--- src/rtl/reg_pipe_pkg.sv ---
// Shared defaults and helpers for the stallable register pipeline (reg_pipe_hs).
package reg_pipe_pkg;

  localparam int RP_WD_DEFAULT    = 8;
  localparam int RP_DEPTH_DEFAULT = 4;

  // Occupancy ranges over 0..depth inclusive, hence depth+1 codes.
  function automatic int count_width(input int depth);
    return $clog2(depth + 1);
  endfunction

endpackage

--- src/rtl/reg_pipe_stage.sv ---
// One valid+data retiming stage; loads from upstream when it or anything downstream has room.
module reg_pipe_stage #(
  parameter int WD = 8
) (
  input  logic          clk,
  input  logic          reset,
  input  logic          flush,
  input  logic          up_valid,
  input  logic [WD-1:0] up_data,
  input  logic          dn_ready,
  output logic          v,
  output logic [WD-1:0] d,
  output logic          rdy
);

  logic          r_v;
  logic [WD-1:0] r_d;
  logic          w_rdy;

  assign w_rdy = ~r_v | dn_ready;

  always_ff @(posedge clk or posedge reset) begin
    if (reset)        r_v <= 1'b0;
    else if (flush)   r_v <= 1'b0;
    else if (w_rdy)   r_v <= up_valid;
  end

  // Data only moves with a real word so bubbles do not toggle the register.
  always_ff @(posedge clk or posedge reset) begin
    if (reset)                    r_d <= '0;
    else if (w_rdy && up_valid)   r_d <= up_data;
  end

  assign v   = r_v;
  assign d   = r_d;
  assign rdy = w_rdy;

endmodule

--- src/rtl/reg_pipe_hs.sv ---
// DEPTH-stage valid/ready register pipeline with occupancy count.
// Optional synchronous flush port when REG_PIPE_FLUSH_EN is defined.
module reg_pipe_hs
  import reg_pipe_pkg::*;
#(
  parameter  int WD    = RP_WD_DEFAULT,
  parameter  int DEPTH = RP_DEPTH_DEFAULT,
  localparam int CW    = count_width(DEPTH)
) (
  input  logic          clk,
  input  logic          reset,
`ifdef REG_PIPE_FLUSH_EN
  input  logic          flush,
`endif
  input  logic          in_valid,
  output logic          in_ready,
  input  logic [WD-1:0] in_data,
  output logic          out_valid,
  input  logic          out_ready,
  output logic [WD-1:0] out_data,
  output logic [CW-1:0] count
);

  logic              w_flush;
  logic [DEPTH-1:0]  w_v;
  logic [WD-1:0]     w_d [DEPTH];
  logic [DEPTH:0]    w_rdy;
  logic              w_in_hs;
  logic              w_out_hs;
  logic [CW-1:0]     r_count;

`ifdef REG_PIPE_FLUSH_EN
  assign w_flush = flush;
`else
  assign w_flush = 1'b0;
`endif

  assign w_rdy[DEPTH] = out_ready;

  for (genvar i = 0; i < DEPTH; i++) begin : g_stage
    if (i == 0) begin : g_first
      reg_pipe_stage #(.WD(WD)) u_stage (
        .clk      (clk),
        .reset    (reset),
        .flush    (w_flush),
        .up_valid (in_valid),
        .up_data  (in_data),
        .dn_ready (w_rdy[i+1]),
        .v        (w_v[i]),
        .d        (w_d[i]),
        .rdy      (w_rdy[i])
      );
    end else begin : g_next
      reg_pipe_stage #(.WD(WD)) u_stage (
        .clk      (clk),
        .reset    (reset),
        .flush    (w_flush),
        .up_valid (w_v[i-1]),
        .up_data  (w_d[i-1]),
        .dn_ready (w_rdy[i+1]),
        .v        (w_v[i]),
        .d        (w_d[i]),
        .rdy      (w_rdy[i])
      );
    end
  end

  // Flush blocks both handshakes so nothing crosses the boundary in that cycle.
  assign in_ready  = w_rdy[0] & ~w_flush;
  assign out_valid = w_v[DEPTH-1] & ~w_flush;
  assign out_data  = w_d[DEPTH-1];

  assign w_in_hs  = in_valid & in_ready;
  assign w_out_hs = out_valid & out_ready;

  always_ff @(posedge clk or posedge reset) begin
    if (reset)                      r_count <= '0;
    else if (w_flush)               r_count <= '0;
    else if (w_in_hs && !w_out_hs)  r_count <= r_count + CW'(1);
    else if (!w_in_hs && w_out_hs)  r_count <= r_count - CW'(1);
  end

  assign count = r_count;

endmodule

--- config.mk ---
export PLATFORM = sky130hd
export DESIGN_NAME = reg_pipe_hs
export DESIGN_NICKNAME = d
export VERILOG_FILES = /design/src/rtl/reg_pipe_pkg.sv /design/src/rtl/reg_pipe_stage.sv /design/src/rtl/reg_pipe_hs.sv
export SDC_FILE = /design/constraint.sdc
export NUM_CORES = 1
export LEC_CHECK = 0
export ABC_CLOCK_PERIOD_IN_PS = 1700
export CORE_MARGIN = 8
export CORE_UTILIZATION = 46
export CTS_CLUSTER_DIAMETER = 80
export CTS_CLUSTER_SIZE = 14
export DETAILED_ROUTE_END_ITERATION = 8
export PLACE_DENSITY = 0.73
export SYNTH_ARGS = -nofsm -noshare
export SYNTH_HDL_FRONTEND = slang
export SYNTH_SLANG_ARGS = --single-unit
--- constraint.sdc ---
create_clock -name clk -period 1.7 [get_ports clk]
set_input_delay 0.34 -clock clk [delete_from_list [all_inputs] [get_ports clk]]
set_output_delay 0.34 -clock clk [all_outputs]
set_load 0.03 [all_outputs]
==> flow_summary_export.csv, run 1 <==
group,metric,value,unit
synthesis,ys_seq_elements,39,
sta,setup_viol,2,
sta,finalSetupTns,-50.53,ps
worst_setup_path,path_cells,"nand3b_4 -> o21ai_4 -> inv_1 -> ha_2 -> inv_2 -> fa_2 -> mux2_2",
synthesis,synthCells,95,
power_and_ir_drop,p_leak,0.0008949,uW
worst_setup_path,cp.required,1920,ps
sta,fmax,573.2,MHz
synthesis,synth.largest_area_cell,"dfrtp_1",
cts,cts_tree,"built",
synthesis,ys_seq_area_share,63.88,%
synthesis,ys_warn_count,0,
synthesis,ys_types,15,
sta,max_slew_margin,79.53,%
floorplan,die_w,73.63,um
cts,numCtsBuffers,5,
worst_hold_path,hold_path.class,"in -> async",
detailed_routing,vias,869,
grt,grt_use_total,9.851,%
outcome,violations,"setup timing",
synthesis,yosysMostFrequentCell,"dfrtp_1",
synthesis,syn-cell-area,1528,um2
worst_setup_path,reg2reg_slack,-40,ps
floorplan,die_y,73.63,um
worst_setup_path,reg2reg_from,"g_stage[2].g_next.u_stage.v",
placement,dp_slack,-530.1,ps
sta,rsz0062_at_grt,"yes",
detailed_routing,wl_per_cell,12.89,um
placement,gp_congestion,0.7616,
synthesis,avgSynthCellArea,16.08,um2
synthesis,synth_edf_count,0,
detailed_routing,ant_nets,0,
run,cap_violations,0,
floorplan,io_pins,25,
layout,final_util,61.75,%
grt,overflow,0,
detailed_routing,routed_wl,2.410,mm
synthesis,async_reset_ff_share,100.0,%
worst_setup_path,cp.arrival,1970,ps
worst_setup_path,reg2reg_depth,7,
placement,io_buffer_count,24,
cts,clock_path_buffers,2,
detailed_routing,vias_per_cell,4.647,
worst_setup_path,slowest_stage,"dfrtp_1",
floorplan,rows,21,
grt,grt_max_degree,40,
floorplan,coreArea,3258,um2
cts,clk_pin_slew,110,ps
detailed_routing,drc_errors,0,
floorplan,start_util,46.89,%
placement,dpl.hpwl,1.875,mm
sta,timing.final.max_slew_violations,0,
synthesis,synth_top_area_share,63.88,%
outcome,outcome,"finished with violations",
layout,synthToLayoutAreaGrowth,31.70,%
grt,grt_pass1_wl,3.995,mm
worst_setup_path,path_max_fanout,3,
cts,root_buffer,"clkbuf_4",
layout,finalNonFillerCells,187,
layout,final_area,2012,um2
synthesis,ys.flop_type,"dfrtp_1",
worst_setup_path,timing.rr.end,"count[1]",
grt,antenna_found_initial,0,
layout,nNetsFinal,154,
sta,min_period_over_period,102.6,%
layout,diodes,0,
sta,min_period,1745,ps
power_and_ir_drop,vdd_drop_max,0.0005847,V
grt,grt_pass1_vias,888,
cts,clock_latency,330,ps
detailed_routing,dr.pass1.iters,4,
cts,htreeDepth,2,
worst_setup_path,start_kind,"flop",
placement,place_area,1929,um2
worst_setup_path,crit_path_end_kind,"flop",
synthesis,yosys-top-cells-area,"dfrtp_1 64%, mux2_2 24%, nand2b_1 2.0%, fa_1 1.3%, nand3b_4 1.3%",
sta,fin_skew,5.596,ps
worst_setup_path,cpPeakStageDelay,420,ps
worst_setup_path,path_class,"reg -> reg",
sta,worst_slack,-44.69,ps
floorplan,dieArea,5421,um2
synthesis,syn-num-nets,109,
sta,hold_violations,0,
cts,hold_buffers,0,
cts,cts_sinks,39,
layout,final_layout_size_suffix_gt1_share,46.10,%
power_and_ir_drop,powerDensity,1445,nW/um2
synthesis,synth_common_cells,"39 x dfrtp_1, 33 x mux2_2, 5 x nand2b_1, 3 x inv_1, 3 x nand2_1",
placement,dp_cells,175,
detailed_routing,drtIter0Drc,40,
sta,worst-slew-pin-transition,308.2,ps
registers in the layout (all words and copies together), names as in the netlist:
signal	cells
g_stage.g_first.u_stage.d	8
g_stage.g_first.u_stage.v	1
count	3
g_stage.g_next.u_stage.d	24
g_stage.g_next.u_stage.v	3
worst max path at each step:
stage,from,to,slack (ps)
after floorplan,g_stage[3].g_next.u_stage.v,count[1],-210
final,g_stage[2].g_next.u_stage.v,count[1],-40
after global placement,out_ready,in_ready,-520
after global routing,g_stage[2].g_next.u_stage.v,count[1],-120
after detailed placement,out_ready,in_ready,-530
after CTS,g_stage[2].g_next.u_stage.v,count[1],-50
layer usage:
metal / global-route usage [%] / up-vias / wire length [um]
met1: 10.66 / 423 / 1048
met2: 14.86 / 22 / 1146
met4: 6.652 / 0 / 59
met3: 4.775 / 6 / 155
li1: - / 418 / -
met5: 0 / - / 0
cell usage in the layout, fill, tap and decap left out:
| cell type | n |
|---|---|
| dfrtp_1 | 38 |
| mux2_2 | 33 |
| dlygate4sd2_1 | 13 |
| buf_4 | 12 |
| clkdlybuf4s50_1 | 10 |
| nand2b_1 | 5 |
| clkbuf_4 | 5 |
| nand2_2 | 3 |
| inv_1 | 2 |
| xor2_1 | 2 |
| nand2_1 | 2 |
| buf_12 | 2 |
| nand4b_1 | 1 |
| nand3b_4 | 1 |
| or2_4 | 1 |
| o21ai_4 | 1 |
| nor2_1 | 1 |
| xnor2_1 | 1 |
| inv_2 | 1 |
| fa_2 | 1 |
| ha_2 | 1 |
| clkinv_2 | 1 |
| clkbuf_8 | 1 |
| clkbuf_1 | 1 |
| dfrtp_2 | 1 |
| buf_6 | 1 |
per-stage QoR:
stage / hold slack [ps] / total power (uW)
after floorplan: 448.4 / 2092
after global placement: 457.1 / 2509
after detailed placement: 457.5 / 2562
after CTS: 348.4 / 2938
after global routing: 356.5 / 3097
final: 355.1 / 2908
what timing repair did:
item                                    CTS  global route
setup buffers                             2             2
endpoints found under the setup margin   15             3
resized for setup                        21             2
pin swaps                                 2             0
critical path, delay by kind of cell (launching register included):
| family | cells | cell delay, ps |
|---|---|---|
| AND/OR/NAND/NOR | 1 | 110 |
| flip-flops | 1 | 420 |
| multiplexers | 1 | 260 |
| adder cells (fa/ha/maj) | 2 | 600 |
| AO/OA/AOI/OAI | 1 | 130 |
| buffers and inverters | 2 | 120 |
area by class of cell:
cell class,count,area (um2)
Tap cell,46,57.56
Multi-Input combinational cell,53,550.5
Fill cell,266,1246
Clock buffer,7,55.05
Inverter,3,11.26
Sequential cell,39,977.2
Clock inverter,1,5.005
Timing Repair Buffer,38,355.3
report_power, final:
| part | internal [uW] | total (uW) | switching, uW | leakage, uW |
|---|---|---|---|---|
| logic | 504 | 1030 | 526 | 0.000410 |
| registers | 1240 | 1410 | 169 | 0.000450 |
| clock network | 201 | 470 | 270 | 0.0000353 |
| total | 1940 | 2910 | 965 | 0.000895 |
kinds of logic (layout without fill, tap and decap cells):
group | after synthesis | after routing | synth area share (%)
muxes | 33 | 33 | 24.32
and+or+nand+nor | 14 | 14 | 6.143
buffers and inverters | 3 | 49 | 0.7370
xor gates and xnor gates | 3 | 3 | 1.720
AOI/OAI and AO/OA | 1 | 1 | 1.065
DFF | 39 | 39 | 63.88
adders and majority gates | 2 | 2 | 2.129
Note: power is estimated with default switching activity, not from simulation.
==> inputs of run 2 (changes only) <==
--- a/config.mk
+++ b/config.mk
@@ -11,6 +11,7 @@
 export CTS_CLUSTER_DIAMETER = 80
 export CTS_CLUSTER_SIZE = 14
 export DETAILED_ROUTE_END_ITERATION = 8
+export MAX_ROUTING_LAYER = met4
 export PLACE_DENSITY = 0.73
 export SYNTH_ARGS = -nofsm -noshare
 export SYNTH_HDL_FRONTEND = slang
==> run 2 against run 1 <==
Net effect: the flow still finishes with violations (setup timing); combinational power hardly changed; total power hardly changed; register-to-register slack hardly changed; non-clock buffer count stayed put; clock-buffer cell count stayed put; largest cell class unchanged; die area stayed put; via count is 0.12% higher; hold slack worse by 1.8 ps; clock skew hardly changed; setup slack hardly changed; highest routed layer unchanged.
==> flow_summary_export.csv, run 2 (synthesis results as in run 1) <==
group,metric,value,unit
outcome,outcome,"finished with violations",
outcome,violations,"setup timing",
sta,fin_skew,5.733,ps
worst_setup_path,crit_path_end_kind,"flop",
layout,synthToLayoutAreaGrowth,31.70,%
cts,clock_latency,330,ps
sta,timing.final.max_slew_violations,0,
sta,fmax,573.2,MHz
detailed_routing,drtIter0Drc,55,
cts,clk_pin_slew,110,ps
grt,grt_pass1_vias,892,
worst_setup_path,path_cells,"nand3b_4 -> o21ai_4 -> inv_1 -> ha_2 -> inv_2 -> fa_2 -> mux2_2",
placement,io_buffer_count,24,
worst_setup_path,crit_buf_inv,2,
worst_setup_path,start_kind,"flop",
sta,worst_slack,-44.70,ps
worst_setup_path,crit_family,"adder cells",
floorplan,rows,21,
cts,hold_buffers,0,
sta,min_period_over_period,102.6,%
power_and_ir_drop,vdd_drop_max,0.0005847,V
detailed_routing,wl_per_cell,12.90,um
sta,worst-slew-pin-transition,308.2,ps
layout,final_layout_size_suffix_gt1_share,46.10,%
power_and_ir_drop,p_leak,0.0008949,uW
grt,grt_pass1_wl,4.002,mm
detailed_routing,dr.pass1.iters,4,
cts,root_buffer,"clkbuf_4",
layout,largest_reg_flops,24,
floorplan,io_pins,25,
layout,final_cell_mix,"38 x dfrtp_1, 33 x mux2_2, 13 x dlygate4sd2_1",
placement,dpl.hpwl,1.875,mm
sta,min_period,1745,ps
worst_setup_path,path_max_fanout,3,
placement,gp_congestion,0.7715,
placement,dp_slack,-530.1,ps
sta,max_slew_margin,79.53,%
sta,finalSetupTns,-50.53,ps
detailed_routing,ant_nets,0,
grt,antenna_found_initial,0,
cts,clock_path_buffers,2,
cts,cts_sinks,39,
worst_setup_path,cpPeakStageDelay,420,ps
cts,htreeDepth,2,
worst_setup_path,slowest_stage,"dfrtp_1",
sta,rsz0062_at_grt,"yes",
grt,grt_max_degree,40,
detailed_routing,routed_wl,2.412,mm
layout,mostFrequentLayoutCell,"dfrtp_1",
sta,hold_violations,0,
worst_setup_path,reg2reg_slack,-40,ps
floorplan,coreArea,3258,um2
power_and_ir_drop,powerDensity,1445,nW/um2
worst_setup_path,cp.arrival,1970,ps
cts,numCtsBuffers,5,
floorplan,dieArea,5421,um2
layout,nNetsFinal,154,
grt,grt_use_total,10.14,%
detailed_routing,drc_errors,0,
sta,setup_viol,2,
run,cap_violations,0,
worst_hold_path,hold_path.class,"in -> async",
floorplan,start_util,46.89,%
worst_setup_path,cp.required,1920,ps
cts,cts_tree,"built",
grt,overflow,0,
floorplan,die_y,73.63,um
worst_setup_path,reg2reg_from,"g_stage[2].g_next.u_stage.v",
worst_setup_path,reg2reg_depth,7,
detailed_routing,vias_per_cell,4.652,
floorplan,die_w,73.63,um
detailed_routing,vias,870,
worst_setup_path,timing.rr.end,"count[1]",
layout,diodes,0,
worst_setup_path,path_class,"reg -> reg",
-- run 2: cell counts in the layout (fill, tap and decap cells not counted) --
No cell type changed its count.
-- run 2: how the worst max path moves through the flow --
stage / start / to / cells past startpoint
detailed placement: out_ready / in_ready / 4
finish: g_stage[2].g_next.u_stage.v / count[1] / 7
floorplan: g_stage[3].g_next.u_stage.v / count[1] / 7
CTS: g_stage[2].g_next.u_stage.v / count[1] / 7
global placement: out_ready / in_ready / 4
global route: g_stage[2].g_next.u_stage.v / count[1] / 7
-- run 2: metrics by stage --
step | std cells | cell area [um2] | hold WS [ps] | power, uW | util, %
5_1_grt | 187 | 2012 | 357.9 | 3097 | 61.75
2_1_floorplan | 95 | 1531 | 448.4 | 2092 | -
4_1_cts | 185 | 1992 | 348.4 | 2938 | 61.14
3_5_place_dp | 175 | 1929 | 457.5 | 2562 | 59.22
3_3_place_gp | 175 | 1929 | 457.1 | 2509 | 59.22
6_report | 187 | 2012 | 353.3 | 2908 | 61.75
-- run 2: worst reg2reg max path: cells and delay by family, from the launching register on --
kind,cells,cell delay [ps]
muxes,1,260
AOI/OAI and AO/OA,1,130
DFF,1,420
buffers and inverters,2,120
and+or+nand+nor,1,110
adders and majority gates,2,600
-- run 2: timing repair --
action                     CTS  global route
resized for setup           21             2
pin swaps                    2             0
setup endpoints to repair   15             3
setup buffers                2             2
-- run 2: final cells by class --
| type | instances | area, um2 |
|---|---|---|
| clock buffers | 7 | 55.05 |
| clock inverters | 1 | 5.005 |
| fillers | 266 | 1246 |
| inverters | 3 | 11.26 |
| multi-input cells | 53 | 550.5 |
| flip-flops and latches | 39 | 977.2 |
| well taps | 46 | 57.56 |
| repair buffers | 38 | 355.3 |
-- run 2: layer usage --
metal / GRT usage (%) / share of wire (%)
met2: 14.96 / 48
met5: - / 0
met1: 10.66 / 43
met4: 6.652 / 2.4
met3: 4.775 / 6.6
-- run 2: report_power, final --
group	internal (uW)	total [uW]	switching (uW)
sequential	1240	1410	169
combinational	504	1030	526
clock	201	470	270
==> inputs of run 3 (changes only) <==
--- a/config.mk
+++ b/config.mk
@@ -13,6 +13,7 @@
 export DETAILED_ROUTE_END_ITERATION = 8
 export MAX_ROUTING_LAYER = met4
 export PLACE_DENSITY = 0.73
+export RECOVER_POWER = 50
 export SYNTH_ARGS = -nofsm -noshare
 export SYNTH_HDL_FRONTEND = slang
 export SYNTH_SLANG_ARGS = --single-unit
==> run 3 against run 2 <==
Net effect: the flow still finishes with violations (setup timing); die area stayed put; final area shrank 1.7%; sequential power barely moved; clock skew is essentially flat; non-clock buffer count unchanged; sequential share of layout area increased by 0.86 points; first-iteration DRC count decreased by 16%; setup slack better by 4.9 ps; largest cell class unchanged.
==> flow_summary_export.csv, run 3 (synthesis results as in run 1) <==
group,metric,value,unit
outcome,outcome,"finished with violations",
grt,grt_pass1_wl,4.002,mm
placement,place_area,1929,um2
power_and_ir_drop,swShare,33.33,%
detailed_routing,routed_wl,2.421,mm
grt,antenna_found_initial,0,
detailed_routing,drc_errors,0,
cts,numCtsBuffers,5,
grt,grt_max_degree,40,
detailed_routing,vias_per_cell,4.663,
worst_setup_path,path_class,"reg -> reg",
detailed_routing,wl_per_cell,12.95,um
cts,cts_tree,"built",
worst_setup_path,crit_path_end_kind,"flop",
layout,largest_reg_flops,24,
layout,mostFrequentLayoutCell,"dfrtp_1",
detailed_routing,vias,872,
power_and_ir_drop,sequentialPowerShare,48.7,%
layout,final_layout_size_suffix_gt1_share,44.68,%
worst_setup_path,cp.arrival,1960,ps
cts,cts_sinks,39,
sta,worst-slew-pin-transition,923.3,ps
sta,fin_skew,5.662,ps
placement,gp_congestion,0.7715,
worst_hold_path,min_from,"out_ready",
cts,clk_pin_slew,110,ps
detailed_routing,ant_nets,0,
grt,grt_pass1_vias,892,
worst_setup_path,reg2reg_from,"g_stage[2].g_next.u_stage.v",
sta,hold_violations,0,
floorplan,die_y,73.63,um
power_and_ir_drop,powerDensity,1461,nW/um2
grt,overflow,0,
layout,nNetsFinal,154,
layout,final_cell_mix,"38 x dfrtp_1, 33 x mux2_2, 13 x dlygate4sd2_1",
placement,io_buffer_count,24,
worst_setup_path,start_kind,"flop",
placement,dp_slack,-530.1,ps
sta,min_period,1740,ps
sta,setup_viol,2,
cts,clock_path_buffers,2,
power_and_ir_drop,p_leak,0.0008782,uW
layout,final_util,60.68,%
layout,fillers,273,
floorplan,rows,21,
floorplan,io_pins,25,
sta,timing.final.max_slew_violations,0,
power_and_ir_drop,clkPwrFrac,16.3,%
detailed_routing,dr.pass1.iters,4,
placement,dpl.hpwl,1.875,mm
power_and_ir_drop,power_frac_comb,35.0,%
layout,final_area,1977,um2
worst_hold_path,hold_path.class,"in -> reg",
worst_setup_path,path_max_fanout,3,
floorplan,die_w,73.63,um
sta,min_period_over_period,102.3,%
cts,root_buffer,"clkbuf_4",
layout,synthToLayoutAreaGrowth,29.40,%
power_and_ir_drop,p_sw,962.4,uW
power_and_ir_drop,vdd_drop_max,0.0005824,V
cts,clock_latency,330,ps
cts,htreeDepth,2,
floorplan,start_util,46.89,%
power_and_ir_drop,internal_power,1925,uW
outcome,violations,"setup timing",
grt,grt_use_total,10.14,%
floorplan,dieArea,5421,um2
layout,diodes,0,
worst_setup_path,cp.required,1920,ps
sta,fmax,574.8,MHz
worst_setup_path,crit_path_start,"g_stage[2].g_next.u_stage.v",
run,cap_violations,0,
sta,max_slew_margin,38.45,%
sta,rsz0062_at_grt,"yes",
detailed_routing,drtIter0Drc,46,
floorplan,coreArea,3258,um2
sta,worst_slack,-39.84,ps
-- run 3: changes by cell type in the layout (fill, tap and decap cells not counted), sizes merged --
cell,delta
clkbuf,+4
buf,-4
clkdlybuf4s50,-1
dlygate4sd3,+1
-- run 3: cell type report --
class / count / area (um2) / area share [%]
inverters: 3 / 11.26 / 0.5696
multi-input cells: 53 / 550.5 / 27.85
clock inverters: 1 / 5.005 / 0.2532
clock buffers: 7 / 55.05 / 2.785
well taps: 46 / 57.56 / 2.911
repair buffers: 38 / 320.3 / 16.20
flip-flops and latches: 39 / 977.2 / 49.43
-- run 3: per-stage QoR --
step | setup TNS [ps] | power [uW] | hold slack [ps] | std cells
global placement | -2271 | 2509 | 457.1 | 175
detailed placement | -2685 | 2562 | 457.5 | 175
finish | -47.28 | 2888 | 461.5 | 187
floorplan | -320.8 | 2092 | 448.4 | 95
CTS | -55.83 | 2938 | 348.4 | 185
global route | -239.3 | 3076 | 476.2 | 187
-- run 3: path summary, 6_finish.rpt --
| check | to | slack (ps) | cells past startpoint |
|---|---|---|---|
| setup / recovery | count[1] | -40 | 7 |
| hold / removal | g_stage[3].g_next.u_stage.v | 460 | 3 |
| setup reg to reg | count[1] | -40 | 7 |
| hold reg to reg | count[2] | 470 | 1 |
| max in group asynchronous | g_stage[3].g_next.u_stage.v | 350 | 3 |
| min in group asynchronous | g_stage[0].g_first.u_stage.d[4] | 730 | 3 |
-- run 3: layer usage --
metal / up-vias / global-route usage [%] / wire length [um]
li1: 419 / - / -
met1: 425 / 10.66 / 1052
met2: 22 / 14.96 / 1152
met3: 6 / 4.775 / 158
met4: 0 / 6.652 / 57
met5: - / - / 0
-- run 3: power by group through the flow --
stage | registers (uW) | logic (uW) | clock network [uW]
floorplan | 1670 | 421 | 0
global placement | 1410 | 1090 | 0
detailed placement | 1440 | 1130 | 0
CTS | 1410 | 1040 | 487
global route | 1440 | 1100 | 535
finish | 1410 | 1010 | 470
-- run 3: what timing repair did --
item                                   4_1_cts  5_1_grt
resized for setup                           21        2
endpoints found under the hold margin        0        0
setup endpoints to repair                   15        3
hold buffers                                 0        0
setup buffers                                2        2
pin swaps                                    2        0
-- run 3: critical path: stages (launching register included) --
cell and delay (ps):
dfrtp_1 420, nand3b_4 110, o21ai_4 130, inv_1 60, ha_2 190, inv_2 60, fa_2 410, mux2_2 260
